**src/rtl/astable_555.sv**
```systemverilog
// Cycle-counting 555 astable: FIRST_HIGH_COUNTS high, then LOW_COUNTS low / HIGH_COUNTS high forever.
// OUT follows the state one cycle after the deciding edge; free-running, no backpressure.
`timescale 1ns/1ps
module astable_555 #(
  parameter int HIGH_COUNTS       = 1000,
  parameter int LOW_COUNTS        = 1000,
  parameter int FIRST_HIGH_COUNTS = HIGH_COUNTS
) (
  input  logic CLK,
  input  logic RST_N,
  input  logic ENA,
  output logic OUT,
  output logic OUT_N,
  output logic FALL
);

  localparam int MAX_HL     = (HIGH_COUNTS > LOW_COUNTS) ? HIGH_COUNTS : LOW_COUNTS;
  localparam int MAX_COUNTS = (MAX_HL > FIRST_HIGH_COUNTS) ? MAX_HL : FIRST_HIGH_COUNTS;
  localparam int CW         = $clog2(MAX_COUNTS + 1);

  localparam logic [CW-1:0] FIRST_END = CW'(FIRST_HIGH_COUNTS - 1);
  localparam logic [CW-1:0] HIGH_END  = CW'(HIGH_COUNTS - 1);
  localparam logic [CW-1:0] LOW_END   = CW'(LOW_COUNTS - 1);

  typedef enum logic [1:0] {IDLE, FIRST, LOW, HIGH} state_t;

  state_t        state;
  logic [CW-1:0] cnt;
  logic          out_q;

  always_ff @(posedge CLK or negedge RST_N) begin
    if (!RST_N) begin
      state <= IDLE;
      cnt   <= '0;
      out_q <= 1'b0;
    end else begin
      out_q <= OUT;
      // ENA low discharges the timer from any state, ahead of count end
      if (!ENA) begin
        state <= IDLE;
        cnt   <= '0;
      end else begin
        case (state)
          IDLE: begin
            state <= FIRST;
            cnt   <= '0;
          end
          FIRST: begin
            if (cnt == FIRST_END) begin
              state <= LOW;
              cnt   <= '0;
            end else begin
              cnt <= cnt + CW'(1);
            end
          end
          HIGH: begin
            if (cnt == HIGH_END) begin
              state <= LOW;
              cnt   <= '0;
            end else begin
              cnt <= cnt + CW'(1);
            end
          end
          LOW: begin
            if (cnt == LOW_END) begin
              state <= HIGH;
              cnt   <= '0;
            end else begin
              cnt <= cnt + CW'(1);
            end
          end
          default: begin
            state <= IDLE;
            cnt   <= '0;
          end
        endcase
      end
    end
  end

  // Pure state decode, so reset forces OUT low without waiting for an edge
  assign OUT   = (state == FIRST) || (state == HIGH);
  assign OUT_N = ~OUT;
  assign FALL  = out_q & ~OUT;

endmodule

```
**config.mk**
```make
export PLATFORM = sky130hd
export DESIGN_NAME = astable_555
export DESIGN_NICKNAME = d
export VERILOG_FILES = /design/src/rtl/astable_555.sv
export SDC_FILE = /design/constraint.sdc
export NUM_CORES = 1
export LEC_CHECK = 0
export BUFFER_PORTS_ARGS = -buffer_cell sky130_fd_sc_hd__buf_2
export CORE_UTILIZATION = 36
export DETAILED_ROUTE_END_ITERATION = 8
export GPL_TIMING_DRIVEN = 0
export MAX_ROUTING_LAYER = met4
export PLACE_DENSITY = 0.59
export SYNTH_ARGS = -nofsm -noshare
export SYNTH_HDL_FRONTEND = slang
export SYNTH_SLANG_ARGS = --single-unit
```
**constraint.sdc**
```tcl
create_clock -name CLK -period 1.28 [get_ports CLK]
set_clock_uncertainty 0.05 [all_clocks]
set_input_delay 0.128 -clock CLK [delete_from_list [all_inputs] [get_ports CLK]]
set_output_delay 0.128 -clock CLK [all_outputs]
set_load 0.02 [all_outputs]
```
==> results.ini, run 1 <==
[sta]
slew_headroom_pct=77.1
worstMarginPinSlew_ns=0.343
finalCriticalPeriod_ns=1.41
fin_ws_ns=-0.126
timing.hold.ws_ns=0.0476
setup_tns_ns=-0.822
rsz0062_at_grt=yes
max_freq_mhz=711
hold_viol=0
slew_viol_final=0
setup_violations=10
fin_crit_sh_pct=110

[route]
num_vias=523
routedWlPerCell_microns=14.2
viasPerCell=5.28
final_antenna_net_count=0
firstDrtPassIters=4
drc=0
first_iter_violations=4
routed_wirelength_microns=1410

[layout]
fillers=138
stdcell_area_sq_um=890
seq_area_sq_um=328
final_util_pct=57.1
drive_gt1_share_pct=45.8
nets=88
multiInputGateArea_sq_um=372
antenna_cells=0
syn_to_final_growth_pct=41.6
fin_cells=99

[pwr]
clock_power_share_pct=35.8
power_density_nw_per_um2=827
peakVddDrop_v=0.000528
p_total_uw=736
swShare_pct=24.1
pwr-share-comb_pct=6.8
power_leakage_nw=0.354
p_sw_uw=178
intPower_uw=558
p_seq_share_pct=57.3

[clock_tree]
insertion_delay_ns=0.29
path_clk_slew_ns=0.08
clock-sinks=13
cts-root-buf=clkbuf_4
tritoncts=built
max-clock-path-buffers=2
htreeDepth=1
tritoncts.num_buffers=3

[logic_synthesis]
yosys-top-cells-area=dfrtp_1 52%, xnor2_1 5.6%, nor2_1 5.4%, nand3_1 4.8%, nand3_4 2.8%
synth_fa_ha_area_share_pct=1.99
synth_top_area_cell=dfrtp_1
synthDistinctLibCells=24
yosys-mux-area-fraction_pct=0
synth_simple_gate_area_share_pct=29.7
synth_top_family_by_area=simple AND/OR/NAND/NOR gates
yosysWarnings=0
synth_commonest_cells=13 x dfrtp_1, 9 x nor2_1, 6 x nand3_1
async_flop_share_pct=100
synth.most_common_cell=dfrtp_1
synth_top_cell_area_share_pct=51.8
syn_avg_cell_area_sq_um=10.1
syn_area_sq_um=628
synth_edf_count=0
synth-xor-area-share_pct=6.97
ys_seq_area_share_pct=51.8
synth_seq_cells=13
ys.flop_type=dfrtp_1
synth_nets=66
synth_compound_area_share_pct=7.17
synthCells=62

[critical_path]
cp.arrival_ns=1.57
required_ns=1.45
r2r_slack_ns=-0.13
cp-end-kind=flop
max_stage_delay_ns=0.47
crit_type=reg -> reg
cp_slowest_cell=dfrtp_2
crit_chain=and4bb_4 > nand3_4 > and3_4 > nor3b_2
worst_setup_path_start_kind=flop
cp_max_fo=6

[outcome]
violations=negative setup slack
outcome=finished with violations

[grt]
grt_max_degree=14
track_usage_pct=16.1
grt.overflow.total=0
grt_pass1_wl_microns=2100
grt_pass1_vias=475
antenna_found_initial=0

[placed_design]
dp.cells=83
post_dp_cell_area_sq_um=686
pre_cts_ws_ns=-0.240
hpwl_microns=819
port_buffers=5
gp_congestion=0.702

[die]
die_area_sq_um=1920
die_width_microns=43.8
core_area_sq_um=1560
fp-row-count=14
die_h_microns=43.8
ioPinCount=6
start_util_pct=40.3

[worst_hold_path]
hp-class=in -> reg

[flow_run]
drv_cap=0

[path summary, 6_finish.rpt]
check,from,to,depth (start not counted)
min in group asynchronous,RST_N,cnt[8],2
max in group asynchronous,RST_N,cnt[3],2
max reg2reg,cnt[3],state[0],4
max,cnt[3],state[0],4
min,ENA,state[1],2
min reg2reg,state[0],out_q,1
[power groups by stage]
stage               Sequential (mW)  Clock (mW)  Combinational (mW)
finish                        0.422       0.264              0.0504
global route                  0.423       0.285              0.0565
CTS                           0.422       0.265              0.0440
detailed placement            0.429           0              0.0394
global placement              0.429           0              0.0396
floorplan                     0.428           0              0.0205
[area by class of cell]
cell class                 count  share of cell area (%)
multi-input combinational     45                    41.8
tap                           16                    2.25
buffer                         1                   0.422
clock buffer                   4                    2.95
sequential                    13                    36.8
timing repair buffer          17                    14.5
inverter                       3                    1.27
[state kept, by name, indices dropped and copies added (netlist names)]
name,cells
cnt,10
state,2
out_q,1
[kinds of logic after synthesis]
kind of cell,count (synthesis)
fa+ha+maj,1
flops,13
buf+inv,4
xor+xnor,5
compound gates,8
simple gates,31
[metal layers]
layer / wire (microns) / global-route usage [%] / part of all wire [%]
met1: 619 / 18.4 / 44
met4: 16 / 5.63 / 1.1
met2: 723 / 24.5 / 51
met3: 51 / 7.50 / 3.6
met5: 0 / - / 0
[critical path, delay by kind of cell (launching register included)]
family	cells	cell delay [ns]
flip-flops	1	0.47
AND/OR/NAND/NOR	4	0.81
[repair_timing]
action	in CTS	in global routing
setup endpoints to repair	12	11
pin swaps	3	14
hold buffers	1	0
endpoints found under the hold margin	13	0
setup buffers	4	8
gates cloned	0	0
gates resized for setup	9	14
[layout by cell type (no fill, tap or decap), types with 2 or more instances in the layout]
master    Yosys  routed
dfrtp_2       0       2
a31oi_1       2       2
nand4_1       2       2
nor2_1        9       7
xnor2_1       4       4
nand3_2       0       3
clkbuf_4      0       3
and3_4        1       2
nand3_4       1       2
buf_6         0       3
buf_4         0       8
clkbuf_1      1       2
nand2_1       3       3
inv_1         3       3
dfrtp_1      13      11
a21oi_1       3       2
nand3_1       6       2
buf_2         0       5
Power figures use the tool's default switching activity.
==> inputs of run 2 (changes only) <==
--- a/config.mk
+++ b/config.mk
@@ -5,6 +5,7 @@
 export SDC_FILE = /design/constraint.sdc
 export NUM_CORES = 1
 export LEC_CHECK = 0
+export ABC_AREA = 1
 export BUFFER_PORTS_ARGS = -buffer_cell sky130_fd_sc_hd__buf_2
 export CORE_UTILIZATION = 36
 export DETAILED_ROUTE_END_ITERATION = 8
==> run 2 against run 1 <==
The run still ends with negative setup slack left. Maximum frequency grew 9.3%. Worst hold slack improved by 0.012 ns. Combinational power rose to 6.7 times the previous value. Clock-buffer cell count is the same. Largest cell class unchanged. Highest routed layer is now met3.
==> results.ini, run 2 <==
[worst_hold_path]
hp-class=in -> reg

[pwr]
p_seq_share_pct=45.5  ; -12 points
clock_power_share_pct=23.3  ; -12 points
power_leakage_nw=0.403  ; +14%
power_density_nw_per_um2=1250  ; +51%
swShare_pct=32.4  ; +8.3 points
p_total_mw=1.08  ; +47%
intPower_uw=731  ; +31%
p_sw_uw=351  ; +97%
peakVddDrop_v=0.000801  ; +52%
pwr-share-comb_pct=31.1  ; +24 points

[critical_path]
crit_type=reg -> reg
worst_setup_path_start_kind=flop
cp-end-kind=flop
cp.arrival_ns=1.43  ; -0.14 ns
cp_max_fo=5  ; -1
required_ns=1.43  ; -0.02 ns

[sta]
hold_viol=0  ; unchanged
finalCriticalPeriod_ns=1.29  ; -0.120 ns
setup_violations=3  ; -7
slew_headroom_pct=80.5  ; +3.4 points
max_freq_mhz=777  ; +9.3%
rsz0062_at_grt=yes
fin_crit_sh_pct=100  ; -9.4 points
fin_ws_ns=-0.00630  ; +0.120 ns
setup_tns_ns=-0.0173  ; +0.805 ns
worstMarginPinSlew_ns=0.292  ; -0.0510 ns
slew_viol_final=0  ; unchanged

[logic_synthesis]
synth_commonest_cells=18 x nor2_1, 17 x nand2_1, 13 x dfrtp_1
yosysWarnings=0  ; unchanged
synth.most_common_cell=nor2_1
syn_area_sq_um=668  ; +6.4%
synth_seq_cells=13  ; unchanged
syn_avg_cell_area_sq_um=7.86  ; -22%
synth_nets=89  ; +35%
async_flop_share_pct=100  ; unchanged
synthDistinctLibCells=20  ; -17%
synth_edf_count=0  ; unchanged
ys.flop_type=dfrtp_1
ys_seq_area_share_pct=48.7  ; -3.1 points
synth_top_cell_area_share_pct=48.7  ; -3.1 points
yosys-top-cells-area=dfrtp_1 49%, nor2_1 10%, nand2_1 9.6%, inv_1 6.7%, nand2_2 2.8%
synth_top_area_cell=dfrtp_1
synthCells=85  ; +37%

[layout]
final_common_cell=nand2_1
layout_common_cells=17 x nand2_1, 13 x dfrtp_1, 12 x inv_1, 11 x nor2_1, 7 x nor2_2
nets=104  ; +18%
final_util_pct=50.2  ; -6.8 points
largest_reg_flops=10  ; unchanged
fin_cells=124  ; +25%
regMostFlops=cnt
antenna_cells=0  ; unchanged
syn_to_final_growth_pct=29.8
reg_top3=cnt (10), state (2), out_q (1)
drive_gt1_share_pct=30.3  ; -15 points

[clock_tree]
cts-root-buf=clkbuf_4
path_clk_slew_ns=0.07  ; about the same
tritoncts.num_buffers=3  ; unchanged
max-clock-path-buffers=2  ; unchanged
clock-sinks=13  ; unchanged
tritoncts=built
htreeDepth=1  ; unchanged
insertion_delay_ns=0.28  ; about the same

[grt]
grt.overflow.total=0  ; unchanged
grt_max_degree=14  ; unchanged
grt_pass1_wl_microns=2090  ; -0.33%
grt_pass1_vias=497  ; +4.6%
track_usage_pct=15.4  ; -0.62 points
antenna_found_initial=0  ; unchanged

[route]
final_antenna_net_count=0  ; unchanged
viasPerCell=4.54  ; -14%
firstDrtPassIters=4  ; unchanged
num_vias=563  ; +7.6%
routedWlPerCell_microns=10.3  ; -27%
routed_wirelength_microns=1280  ; -9.1%
first_iter_violations=2  ; -2
drc=0  ; unchanged

[die]
fp-row-count=15  ; +1
start_util_pct=38.7  ; -1.6 points
ioPinCount=6  ; unchanged
die_width_microns=45.1  ; +3.0%
die_h_microns=45.1  ; +3.0%
core_area_sq_um=1730  ; +11%
die_area_sq_um=2030  ; +6.1%

[outcome]
violations=negative setup slack
outcome=finished with violations

[flow_run]
drv_cap=0  ; unchanged

[placed_design]
port_buffers=5  ; unchanged
dp.cells=115  ; +39%
hpwl_microns=879  ; +7.4%
gp_congestion=0.779  ; +11%

==> run 2: cell types whose count changed after synthesis, sizes merged, moves of 2 or more <==
cell,before,now
a31oi,2,0
inv,3,12
nand2,3,20
nand3,7,4
nand4,2,0
nor2,9,20
nor3,1,3
or3,2,0
xnor2,4,0
==> run 2: critical path: stages (launching register included) <==
cell	delay (ns)
dfrtp_1	0.41
ha_4	0.19
nand2_4	0.09
nor2_2	0.03
nand3_1	0.07
nand2_2	0.09
clkbuf_16	0.17
nor3_2	0.10
==> run 2: path summary, 6_finish.rpt <==
| kind | cells after the start | endpoint | from | slack (ns) |
|---|---|---|---|---|
| max | 7 | cnt[2] | cnt[0] | -0.006 |
| min reg2reg | 2 | state[1] | state[1] | 0.44 |
| min | 3 | state[0] | ENA | 0.06 |
| max in group asynchronous | 2 | cnt[4] | RST_N | 0.75 |
| max reg2reg | 7 | cnt[2] | cnt[0] | -0.006 |
| min in group asynchronous | 2 | cnt[5] | RST_N | 0.20 |
==> run 2: power groups by stage <==
stage	Combinational [mW]	Sequential [mW]	Clock, mW
2_1_floorplan	0.164	0.491	0
3_3_place_gp	0.222	0.498	0
3_5_place_dp	0.225	0.499	0
4_1_cts	0.256	0.486	0.269
5_1_grt	0.376	0.497	0.291
6_report	0.337	0.492	0.252
==> run 2: final cells by class <==
cell class | count | area [sq um]
Sequential cell | 13 | 325
Multi-Input combinational cell | 58 | 338
Tap cell | 25 | 31.3
Inverter | 12 | 45.0
Timing Repair Buffer | 10 | 82.6
Clock buffer | 4 | 26.3
Fill cell | 175 | 860
Buffer | 2 | 18.8
==> run 2: cell families after synthesis <==
| kind of cell | Yosys count | synth area share, % |
|---|---|---|
| AND/OR/NAND/NOR | 49 | 32.6 |
| buffers and inverters | 14 | 8.99 |
| adder cells (fa/ha/maj) | 1 | 1.87 |
| flip-flops | 13 | 48.7 |
| AO/OA/AOI/OAI | 6 | 5.24 |
| XOR/XNOR | 2 | 2.62 |
==> run 2: timing repair <==
item	4_1_cts	5_1_grt
endpoints found under the hold margin	13	0
resized for setup	1	14
pin swaps	2	0
hold buffers	1	0
gates cloned	0	1
setup buffers	2	1
endpoints found under the setup margin	11	12
==> run 2: routing by layer <==
| layer | part of all wire [%] | vias to the layer above | global-route usage (%) |
|---|---|---|---|
| li1 | - | 289 | - |
| met5 | 0 | - | - |
| met2 | 47 | 8 | 21.7 |
| met4 | 0 | 0 | 3.64 |
| met3 | 3.9 | 0 | 7.20 |
| met1 | 49 | 266 | 20.0 |
==> run 2: through the flow <==
stage               worst slack, ns  hold WS [ns]  instance area [sq um]
finish                     -0.00630        0.0594                    867
global route                -0.0663        0.0476                    867
CTS                         0.00820        0.0483                    778
detailed placement          -0.0583       -0.0163                    724
global placement            -0.0522       -0.0194                    724
floorplan                    0.0286        -0.218                    668
==> inputs of run 3 (changes only) <==
--- a/config.mk
+++ b/config.mk
@@ -7,11 +7,11 @@
 export LEC_CHECK = 0
 export ABC_AREA = 1
 export BUFFER_PORTS_ARGS = -buffer_cell sky130_fd_sc_hd__buf_2
+export CAP_MARGIN = 15
 export CORE_UTILIZATION = 36
 export DETAILED_ROUTE_END_ITERATION = 8
 export GPL_TIMING_DRIVEN = 0
 export MAX_ROUTING_LAYER = met4
-export PLACE_DENSITY = 0.59
 export SYNTH_ARGS = -nofsm -noshare
 export SYNTH_HDL_FRONTEND = slang
 export SYNTH_SLANG_ARGS = --single-unit
==> run 3 against run 2 <==
Highest routed layer is now met4. Utilization fell by 2.8 points. Sequential cell count did not move. The run now ends clean. Total power shrank 4.5%. Largest cell class is now registers. Cell area fell by 5.6%. Worst hold slack barely moved. Global-route usage is 1.0 points lower. Register-to-register slack improved by 0.02 ns. Sequential power is essentially flat. Final cell count fell by 0.81%. Die area did not move. Wire length is 0.62% lower.
==> results.ini, run 3 (same netlist as run 2, synthesis figures left out) <==
[placed_design]
port_buffers=5  ; unchanged
gp_congestion=0.817  ; +4.8%
pre_cts_ws_ns=-0.0590  ; -0.000646 ns
hpwl_microns=845  ; -3.9%

[die]
die_width_microns=45.1  ; unchanged
die_h_microns=45.1  ; unchanged
die_area_sq_um=2030  ; unchanged
start_util_pct=38.7  ; unchanged
ioPinCount=6  ; unchanged
fp-row-count=15  ; unchanged
core_area_sq_um=1730  ; unchanged

[critical_path]
crit_type=reg -> reg
cp_max_fo=5  ; unchanged
cp-end-kind=flop
worst_setup_path_start_kind=flop
cp_slowest_cell=dfrtp_1
required_ns=1.43  ; about the same
max_stage_delay_ns=0.42  ; about the same
cp.arrival_ns=1.42  ; about the same
crit_chain=ha_4 > nand2_4 > nor2_2 > nand3_1 > nand2_2 > buf_4 > nor3_2

[pwr]
power_density_nw_per_um2=1260  ; +1.2%
p_seq_share_pct=47.6  ; +2.1 points
clock_power_share_pct=25.1  ; +1.8 points
intPower_uw=694  ; -5.1%
peakVddDrop_v=0.000832  ; +3.8%
p_sw_uw=339  ; -3.4%
pwr-share-comb_pct=27.3  ; -3.8 points
p_total_mw=1.03  ; -4.5%
power_leakage_nw=0.387  ; -4.0%
swShare_pct=32.8  ; +0.38 points

[sta]
setup_violations=0  ; -3
worstMarginPinSlew_ns=0.301  ; +0.00915 ns
max_freq_mhz=788  ; +1.4%
rsz0062_at_grt=yes
fin_crit_sh_pct=99.1  ; -1.4 points
fin_ws_ns=0.0111  ; +0.0174 ns
hold_viol=0  ; unchanged
slew_viol_final=0  ; unchanged
slew_headroom_pct=79.9  ; -0.61 points
finalCriticalPeriod_ns=1.27  ; -0.0174 ns

[grt]
antenna_found_initial=0  ; unchanged
track_usage_pct=14.4  ; -1.0 points
grt_pass1_vias=475  ; -4.4%
grt_pass1_wl_microns=2000  ; -4.3%
grt.overflow.total=0  ; unchanged
grt_max_degree=14  ; unchanged

[route]
wl_met3_microns=51  ; +2.0%
routed_wirelength_microns=1270  ; -0.62%
num_vias=551  ; -2.1%
wl_met2_microns=587  ; -2.5%
final_antenna_net_count=0  ; unchanged
topRoutingLayerUsed=met4
drc=0  ; unchanged
routedLengthMet1_microns=629  ; unchanged
routedWlPerCell_microns=10.4  ; +0.18%
viasPerCell=4.48  ; -1.3%
first_iter_violations=11  ; +9
firstDrtPassIters=4  ; unchanged

[layout]
nets=103  ; -0.96%
layout_common_cells=17 x nand2_1, 15 x nor2_1, 13 x dfrtp_1, 12 x inv_1
largest_reg_flops=10  ; unchanged
reg_top3=cnt (10), state (2), out_q (1)
syn_to_final_growth_pct=22.5
final_util_pct=47.4  ; -2.8 points
final_common_cell=nand2_1
antenna_cells=0  ; unchanged
regMostFlops=cnt
drive_gt1_share_pct=25.5  ; -4.8 points

[flow_run]
drv_cap=0  ; unchanged

[clock_tree]
max-clock-path-buffers=2  ; unchanged
htreeDepth=1  ; unchanged
cts-root-buf=clkbuf_4
tritoncts=built
insertion_delay_ns=0.28  ; about the same
clock-sinks=13  ; unchanged
path_clk_slew_ns=0.08  ; about the same
tritoncts.num_buffers=3  ; unchanged

[outcome]
outcome=completed

[worst_hold_path]
hp-class=in -> reg

[run 3: power groups by stage]
stage	combinational [mW]	clock, mW	sequential (mW)
global placement	0.221	0	0.497
detailed placement	0.227	0	0.498
CTS	0.258	0.268	0.486
global route	0.316	0.279	0.497
floorplan	0.164	0	0.491
finish	0.282	0.259	0.491
[run 3: repair_timing]
| action | 4_1_cts | 5_1_grt |
|---|---|---|
| endpoints found under the hold margin | 13 | 0 |
| buffers inserted | 2 | 0 |
| resized for setup | 2 | 8 |
| setup endpoints to repair | 11 | 12 |
| hold buffers | 1 | 0 |
| pin swaps | 2 | 1 |
| gates cloned | 0 | 1 |
[run 3: through the flow]
step / hold slack [ns] / std cells / setup TNS (ns) / cell area [sq um]
detailed placement: -0.0149 / 115 / -0.296 / 724
global route: 0.0544 / 123 / -0.285 / 818
floorplan: -0.218 / 85 / 0 / 668
global placement: -0.0211 / 115 / -0.234 / 724
finish: 0.0597 / 123 / 0 / 818
CTS: 0.0473 / 122 / 0 / 783
[run 3: final cells by class]
type / instances / area [sq um]
tap: 25 / 31.3
multi-input combinational: 58 / 318
timing repair buffer: 9 / 57.6
inverter: 12 / 45.0
sequential: 13 / 325
fill: 175 / 908
buffer: 2 / 15.0
clock buffer: 4 / 26.3
[run 3: critical path: cells and delay by family (launching register included)]
kind / cells / cell delay, ns
adder cells (fa/ha/maj): 1 / 0.19
buffers and inverters: 1 / 0.16
flip-flops: 1 / 0.42
AND/OR/NAND/NOR: 5 / 0.37
[run 3: metal layers]
layer  global-route usage (%)  vias to the layer above
li1                         -                      287
met3                     6.00                        3
met5                        -                        -
met2                     20.6                        9
met4                     3.64                        0
met1                     18.8                      252
[run 3: worst paths after layout]
| check | startpoint | to | slack (ns) | cells after the start |
|---|---|---|---|---|
| worst max-delay path | cnt[0] | cnt[2] | 0.01 | 7 |
| worst min-delay path | ENA | state[0] | 0.06 | 3 |
| worst max register to register | cnt[0] | cnt[2] | 0.01 | 7 |
| worst min register to register | state[1] | state[1] | 0.44 | 2 |
| max in group asynchronous | RST_N | cnt[1] | 0.74 | 2 |
| min in group asynchronous | RST_N | cnt[7] | 0.21 | 2 |
